### src/rtl/imm_shift_sequencer_pkg.sv
// Shared encodings for the serial immediate-shift sequencer.
// Mode and state enums plus the fixed LUI shift distance.
package imm_shift_sequencer_pkg;

  typedef enum logic [1:0] {
    MODE_LUI  = 2'b00,
    MODE_SLL  = 2'b01,
    MODE_SLLS = 2'b10,
    MODE_SRL  = 2'b11
  } mode_e;

  typedef enum logic [1:0] {
    IDLE  = 2'b00,
    SHIFT = 2'b01,
    DONE  = 2'b10
  } state_e;

  localparam int LUI_SHAMT = 16;

endpackage

### src/rtl/imm_shift_sequencer_extend.sv
// Zero/sign extension of an immediate to the datapath width.
// Purely combinational; no handshake.
module imm_extend #(
  parameter int IMM_W  = 16,
  parameter int DATA_W = 32
) (
  input  logic [IMM_W-1:0]  imm_i,
  input  logic              sign_i,
  output logic [DATA_W-1:0] ext_o
);

  assign ext_o = {{(DATA_W-IMM_W){sign_i & imm_i[IMM_W-1]}}, imm_i};

endmodule

### src/rtl/imm_shift_sequencer.sv
// Serial immediate shifter: one bit per clock, result valid N cycles after accept.
// Result held stable in DONE until res_ready; abort returns to IDLE without counting.
module imm_shift_sequencer
  import imm_shift_sequencer_pkg::*;
#(
  parameter int IMM_W   = 16,
  parameter int DATA_W  = 32,
  parameter int SHAMT_W = 5,
  parameter int CNT_W   = 8
) (
  input  logic               clk,
  input  logic               rst_n,
  input  logic               start_valid,
  output logic               start_ready,
  input  logic [IMM_W-1:0]   imm,
  input  logic [1:0]         mode,
  input  logic [SHAMT_W-1:0] shamt,
  input  logic               abort,
  output logic               res_valid,
  input  logic               res_ready,
  output logic [DATA_W-1:0]  res_data,
  output logic               busy,
  output logic [CNT_W-1:0]   done_count
);

  state_e             state_q;
  logic [DATA_W-1:0]  acc_q;
  logic [SHAMT_W-1:0] cnt_q;
  logic               dir_right_q;
  logic [CNT_W-1:0]   done_cnt_q;

  logic [DATA_W-1:0]  ext_d;
  logic [SHAMT_W-1:0] cnt_d;

  imm_extend #(
    .IMM_W  (IMM_W),
    .DATA_W (DATA_W)
  ) u_extend (
    .imm_i  (imm),
    .sign_i (mode == MODE_SLLS),
    .ext_o  (ext_d)
  );

  assign cnt_d = (mode == MODE_LUI) ? SHAMT_W'(LUI_SHAMT) : shamt;

  always_ff @(posedge clk or negedge rst_n) begin
    if (!rst_n) begin
      state_q     <= IDLE;
      acc_q       <= '0;
      cnt_q       <= '0;
      dir_right_q <= 1'b0;
      done_cnt_q  <= '0;
    end else begin
      case (state_q)
        IDLE: begin
          if (start_valid) begin
            acc_q       <= ext_d;
            cnt_q       <= cnt_d;
            dir_right_q <= (mode == MODE_SRL);
            state_q     <= (cnt_d != '0) ? SHIFT : DONE;
          end
        end
        SHIFT: begin
          // acc is left as-is on abort; the next accept overwrites it
          if (abort) begin
            state_q <= IDLE;
          end else begin
            acc_q <= dir_right_q ? (acc_q >> 1) : (acc_q << 1);
            cnt_q <= cnt_q - SHAMT_W'(1);
            if (cnt_q == SHAMT_W'(1)) begin
              state_q <= DONE;
            end
          end
        end
        DONE: begin
          if (res_ready) begin
            done_cnt_q <= done_cnt_q + CNT_W'(1);
            state_q    <= IDLE;
          end else if (abort) begin
            state_q <= IDLE;
          end
        end
        default: state_q <= IDLE;
      endcase
    end
  end

  assign start_ready = (state_q == IDLE);
  assign busy        = (state_q != IDLE);
  assign res_valid   = (state_q == DONE);
  assign res_data    = acc_q;
  assign done_count  = done_cnt_q;

endmodule

### config.mk
export PLATFORM = sky130hd
export DESIGN_NAME = imm_shift_sequencer
export DESIGN_NICKNAME = d
export VERILOG_FILES = /design/src/rtl/imm_shift_sequencer_pkg.sv /design/src/rtl/imm_shift_sequencer_extend.sv /design/src/rtl/imm_shift_sequencer.sv
export SDC_FILE = /design/constraint.sdc
export NUM_CORES = 1
export LEC_CHECK = 0
export ABC_CLOCK_PERIOD_IN_PS = 2100
export CORE_MARGIN = 4
export CORE_UTILIZATION = 35
export DETAILED_ROUTE_END_ITERATION = 12
export HOLD_SLACK_MARGIN = 0.03
export MAX_ROUTING_LAYER = met4
export PLACE_DENSITY = 0.71
export SKIP_CTS_REPAIR_TIMING = 1
export SLEW_MARGIN = 20
export SYNTH_ARGS = -nofsm -noshare
export SYNTH_HDL_FRONTEND = slang
export SYNTH_SLANG_ARGS = --single-unit
### constraint.sdc
create_clock -name clk -period 2.1 [get_ports clk]
set_input_delay 0.525 -clock clk [delete_from_list [all_inputs] [get_ports clk]]
set_output_delay 0.525 -clock clk [all_outputs]
set_load 0.01 [all_outputs]
Word-level counts from Yosys, hierarchy flattened
Cells that the tools add are included.
{ "word_totals": {"ff_bits": 48, "inputBits": 28, "output_inout_bits": 43, "elab_cells": 41} }
{ "op_classes": {"n_addsub": 2, "n_eq_ne": 9, "n_mux": 15, "bitwise": 1, "reduce_logical": 9} }
{ "op_table": {"columns": ["cell", "n"], "rows": [
  ["two-way mux 32 bit", 3],
  ["case mux 32 bit (2 select lines)", 1],
  ["two-way mux 5 bit", 3],
  ["two-way mux 2 bit", 6],
  ["case mux 5 bit (2 select lines)", 1],
  ["adder 8 x 1 -> 8 bit, second input constant", 1],
  ["== test 2 bit, second input constant", 3],
  ["case mux 2 bit (3 select lines)", 1],
  ["AND reduction 3 bit", 2],
  ["== test 5 x 1 -> 1 bit, second input constant", 1],
  ["nonzero test 5 bit", 1],
  ["subtractor 5 x 1 -> 5 bit, second input constant", 1],
  ["logical NOT 2 bit", 2],
  ["inequality test 2 bit, second input constant", 2],
  ["AND reduction 2 bit", 2],
  ["nonzero test 2 bit", 2],
  ["inequality test 3 x 2 -> 1 bit, second input constant", 1],
  ["inequality test 3 bit, second input constant", 1],
  ["== test 2 x 1 -> 1 bit, second input constant", 1],
  ["bitwise AND 1 bit", 1]
]} }

Longest topological paths before layout
{ "logic_depth": {"ltp_word": 6, "depth_mapped": 5, "ltp_nobuf": 5} }

Cells and area by module
A second synthesis with hierarchy kept.
{ "hier_totals": {"cells_unflattened": 267, "area_unflattened_um2": 3319.4} }
{ "modules_own_cells": {"columns": ["module", "n_inst", "cells_per_inst", "area_per_inst_um2", "seq_area_each_um2"], "rows": [
  ["imm_shift_sequencer", 1, 235, 3080.5, 1201.2],
  ["imm_extend", 1, 32, 239.0, 0.0]
]} }

Worst setup path before layout
No wires, ideal clock.
{ "synth_path": {"path_kind": "in2reg", "from": "input abort", "to": "register acc_q[20] (netlist: res_data[20])", "setup_ns": 0.125, "arrival_ns": 1.495, "required_ns": 1.975, "path_slack_ns": 0.481, "stages": 4, "path_buffers": 1, "path_cell_list": "nand2b_1 a21oi_4 buf_4 mux2_2"} }
{ "synth_between": {"elab_chain_cells": 2} }
{ "synth_lines": {"columns": ["element", "line", "source"], "rows": [
  ["start: declaration", "imm_shift_sequencer.sv:18", "input logic abort,"],
  ["inequality test 2 bit (no line)", null, null],
  ["AND reduction 3 bit (no line)", null, null],
  ["end signal: assignment", "imm_shift_sequencer.sv:57", "acc_q <= ext_d;"],
  ["end signal: assignment", "imm_shift_sequencer.sv:68", "acc_q <= dir_right_q ? (acc_q >> 1) : (acc_q << 1);"],
  ["end: declaration", "imm_shift_sequencer.sv:27", "logic [DATA_W-1:0] acc_q;"]
]} }
Every way passes these cells.
A chain may end at the register's enable or synchronous reset.

Worst setup path in the final report
{ "layout_path": {"from": "register state_q[1]", "to": "output busy"} }
{ "layout_between": {"elab_chain_cells": 1} }
{ "layout_lines": {"columns": ["element", "line", "source"], "rows": [
  ["start: declaration", "imm_shift_sequencer.sv:26", "state_e state_q;"],
  ["start signal: assignment", "imm_shift_sequencer.sv:60", "state_q <= (cnt_d != '0) ? SHIFT : DONE;"],
  ["nonzero test 2 bit", "imm_shift_sequencer.sv:89", "assign busy = (state_q != IDLE);"],
  ["end: declaration", "imm_shift_sequencer.sv:22", "output logic busy,"]
]} }
Every way passes these cells.

==> impl_metrics.toml <==
[drt]
routedWlPerCell_um = 15.5
via_count = 2058
drtIter0Drc = 75
detail_route.vias_per_cell = 4.91
first_pass_iters = 4
drt_wl_total_mm = 6.51
final_antenna_net_count = 0
post-route-drc-count = 0

[timing]
fin_skew_ps = 7.21
max_freq_ghz = 0.493
layout_min_cycle_time_ps = 2030
final_hold_viol_count = 0
timing.max_slew.rel_slack_pct = 72.2
timing.final.setup_violations = 0
worst_slew_pin_slew_ps = 411
fin_crit_sh_pct = 96.7
grt_setup_unrepaired = "false"
maxSlewViolCount = 0
finalSetupTns_ps = 0

[outcome]
status = "finished clean"

[cells_and_area]
post_route_insts_no_fill = 419
area_growth_pct = 33.8
design.final.nets = 344
drive_gt1_share_pct = 32.2
nFillCells = 760
antenna_cells_inserted = 0
most_common_library_cell_in_the_layout_ignoring_fill_and_taps = "sky130_fd_sc_hd__clkdlybuf4s50_1"
most-common-layout-cells = "sky130_fd_sc_hd__clkdlybuf4s50_1 (67), sky130_fd_sc_hd__dfrtp_1 (48), sky130_fd_sc_hd__mux2_2 (36), sky130_fd_sc_hd__mux2_4 (29), sky130_fd_sc_hd__mux2_1 (27)"

[pwr]
leakage_nw = 1.81
power.density_cell_area_nw_per_um2 = 1220
power.ir.vdd_worst_v = 0.000441
pwr-share-clk_pct = 11.4
comb_power_share_pct = 55.0
power.net_switching_mw = 1.65
internal_pwr_total_mw = 3.28
power_share_of_the_sequential_group_pct = 33.6
switching_part_of_the_total_power_pct = 33.5

[synth]
yosys-top-cells-area = "sky130_fd_sc_hd__dfrtp_1 (40%), sky130_fd_sc_hd__mux2_4 (14%), sky130_fd_sc_hd__mux2_2 (13%)"
yosys_warnings = 0
syn-mean-instance-area_um2 = 13.0
synth_fp_nets = 263
synth_largest_area_cell = "sky130_fd_sc_hd__dfrtp_1"
syn-instance-count = 232
synth.top_cell.area_share_pct = 39.8
synthesis.area_um2 = 3020
yosys.cell_types.count = 42
ys_seq_area_share_pct = 39.8
synth_seq_cells = 48

[min_path]
holdCritPathClass = "in2async"

[worst_setup_path]
critPathMaxFanout = 4
crit_path_end_kind = "output port"
critical_path.max_stage_delay_ps = 490
worst_path_dominant_cell_family = "buffers and inverters"
cp_num_buf_inv = 1
critPathLaunchType = "flop"
critPathKind = "reg2out"
arrival_ps = 1510
crit_required_ps = 1570
slowest_stage = "sky130_fd_sc_hd__clkdlybuf4s50_1"
worstPathCellList = "or2_2, clkdlybuf4s50_1"

[placed_design]
placedCellCount = 411
hpwl_after_detailed_placement_mm = 4.89
buffer_ports.inserted = 70
gp_routability_congestion = 0.759

[run]
max_cap_viol_count = 0

[clocking]
cts-root-buf = "sky130_fd_sc_hd__clkbuf_8"
count_of_h_tree_levels_built_during_cts = 2
worst_skew_pair.late_latency_ps = 300
cts-buffers-inserted = 5
cts.reportedPaths.clkPinSlew_ps = 90
tritoncts_clock_tree = "built"
clockBufferDepth = 2
clock_sinks = 48

[global_routing]
globalRouteOverflowTotal = 0
vias_in_the_first_global_route = 2138
first_pass_grt_wire_length_mm = 10.7
grt_start_max_net_pins = 28
grt_antenna_before_repair = 0
grt_use_total_pct = 13.5

[die]
floorplan_die_area_um2 = 10200
floorplan.initialDensity_pct = 36.4
fp.dieW_um = 101
ios = 71
rows = 33
die_height_um = 101
placeable_core_area_um2 = 8300
==> path summary, 6_finish.rpt <==
check                               from             to  slack (ps)  cells past startpoint
min                                rst_n   res_data[18]          70                      1
min reg2reg                done_count[7]  done_count[7]         480                      1
max reg2reg                     cnt_q[0]       cnt_q[4]         370                      5
max in group asynchronous          rst_n    res_data[1]        1550                      2
min in group clk           done_count[7]  done_count[7]         480                      1
max                           state_q[1]           busy          70                      2
==> synthesized netlist by cell type <==
cell                       instances
sky130_fd_sc_hd__a21o_1            1
sky130_fd_sc_hd__a21oi_1           1
sky130_fd_sc_hd__a21oi_4           1
sky130_fd_sc_hd__a221oi_1          3
sky130_fd_sc_hd__a22oi_1           1
sky130_fd_sc_hd__a31o_2            1
sky130_fd_sc_hd__a31oi_1           2
sky130_fd_sc_hd__a32oi_1           3
sky130_fd_sc_hd__and2_1            1
sky130_fd_sc_hd__and3_1            1
sky130_fd_sc_hd__and3b_1           2
sky130_fd_sc_hd__and4b_1           1
sky130_fd_sc_hd__buf_2             1
sky130_fd_sc_hd__buf_4             3
sky130_fd_sc_hd__buf_6             8
sky130_fd_sc_hd__clkbuf_1          3
sky130_fd_sc_hd__dfrtp_1          48
sky130_fd_sc_hd__ha_1              3
sky130_fd_sc_hd__inv_1             9
sky130_fd_sc_hd__mux2_1           27
sky130_fd_sc_hd__mux2_2           36
sky130_fd_sc_hd__mux2_4           29
sky130_fd_sc_hd__mux2i_1           4
sky130_fd_sc_hd__nand2_1           6
sky130_fd_sc_hd__nand2b_1          3
sky130_fd_sc_hd__nand3_1           3
sky130_fd_sc_hd__nand4_1           2
sky130_fd_sc_hd__nor2_1            1
sky130_fd_sc_hd__nor2b_1           2
sky130_fd_sc_hd__nor3_1            2
sky130_fd_sc_hd__nor3b_1           3
sky130_fd_sc_hd__nor4_1            1
sky130_fd_sc_hd__nor4b_1           1
sky130_fd_sc_hd__nor4bb_1          1
sky130_fd_sc_hd__o21ai_0           1
sky130_fd_sc_hd__o21ba_2           1
sky130_fd_sc_hd__o22a_1            1
sky130_fd_sc_hd__o22ai_1           3
sky130_fd_sc_hd__or2_2             2
sky130_fd_sc_hd__or3_1             1
sky130_fd_sc_hd__or3b_2            2
sky130_fd_sc_hd__xnor2_1           7
==> flip-flops by register name (all words and copies together), names as in the netlist <==
| name | cells |
|---|---|
| cnt_q | 5 |
| state_q | 2 |
| done_count | 8 |
| res_data | 32 |
| dir_right_q | 1 |
==> cell families after synthesis <==
logic type	Yosys count	share of synthesized area (%)
xor+xnor	7	2.03
simple gates	35	7.25
mux	96	39.2
flops	48	39.8
fa+ha+maj	3	1.24
compound gates	19	5.06
buf+inv	24	5.39
==> worst register-to-register path: stages, from the launching register on <==
cell,delay (ps)
sky130_fd_sc_hd__dfrtp_1,430
sky130_fd_sc_hd__inv_1,100
sky130_fd_sc_hd__ha_1,190
sky130_fd_sc_hd__or3b_2,450
sky130_fd_sc_hd__a221oi_1,320
sky130_fd_sc_hd__o22a_1,200
==> through the flow <==
| step | worst slack [ps] | total power [mW] | area [um2] | utilization (%) | hold WS [ps] |
|---|---|---|---|---|---|
| 5_1_grt | 4.46 | 5.28 | 4040 | 48.7 | 67.8 |
| 4_1_cts | -84.8 | 5.02 | 4040 | 48.6 | 61.2 |
| 2_1_floorplan | 481 | 3.33 | 3020 | - | 229 |
| 3_3_place_gp | 20.1 | 4.35 | 3940 | 47.5 | 389 |
| 6_report | 70.0 | 4.93 | 4040 | 48.7 | 65.8 |
| 3_5_place_dp | -4.30 | 4.43 | 3940 | 47.5 | 393 |
==> final cells by class <==
cell class              instances  area, um2  share of cell area (%)
repair buffers                 89        918                    22.7
multi-input cells             160       1660                    41.2
flip-flops and latches         48       1200                    29.7
clock inverters                 2       10.0                   0.248
clock buffers                   6       82.6                    2.04
inverters                       9       33.8                   0.836
well taps                     105        131                    3.25
==> per-layer routing <==
| layer | global-route usage [%] | up-vias | wire, um |
|---|---|---|---|
| li1 | - | 1009 | - |
| met1 | 17.1 | 995 | 2890 |
| met2 | 22.4 | 48 | 3240 |
| met3 | 2.56 | 6 | 315 |
| met4 | 3.11 | 0 | 66 |
| met5 | - | - | 0 |
==> power groups by stage <==
| stage | Combinational, mW | Clock [mW] | Sequential (mW) |
|---|---|---|---|
| finish | 2.72 | 0.561 | 1.66 |
| detailed placement | 2.74 | 0 | 1.69 |
| global placement | 2.68 | 0 | 1.67 |
| floorplan | 1.61 | 0 | 1.73 |
| CTS | 2.76 | 0.592 | 1.67 |
| global route | 2.90 | 0.631 | 1.74 |
No activity file was read; power rests on OpenSTA's default activity.
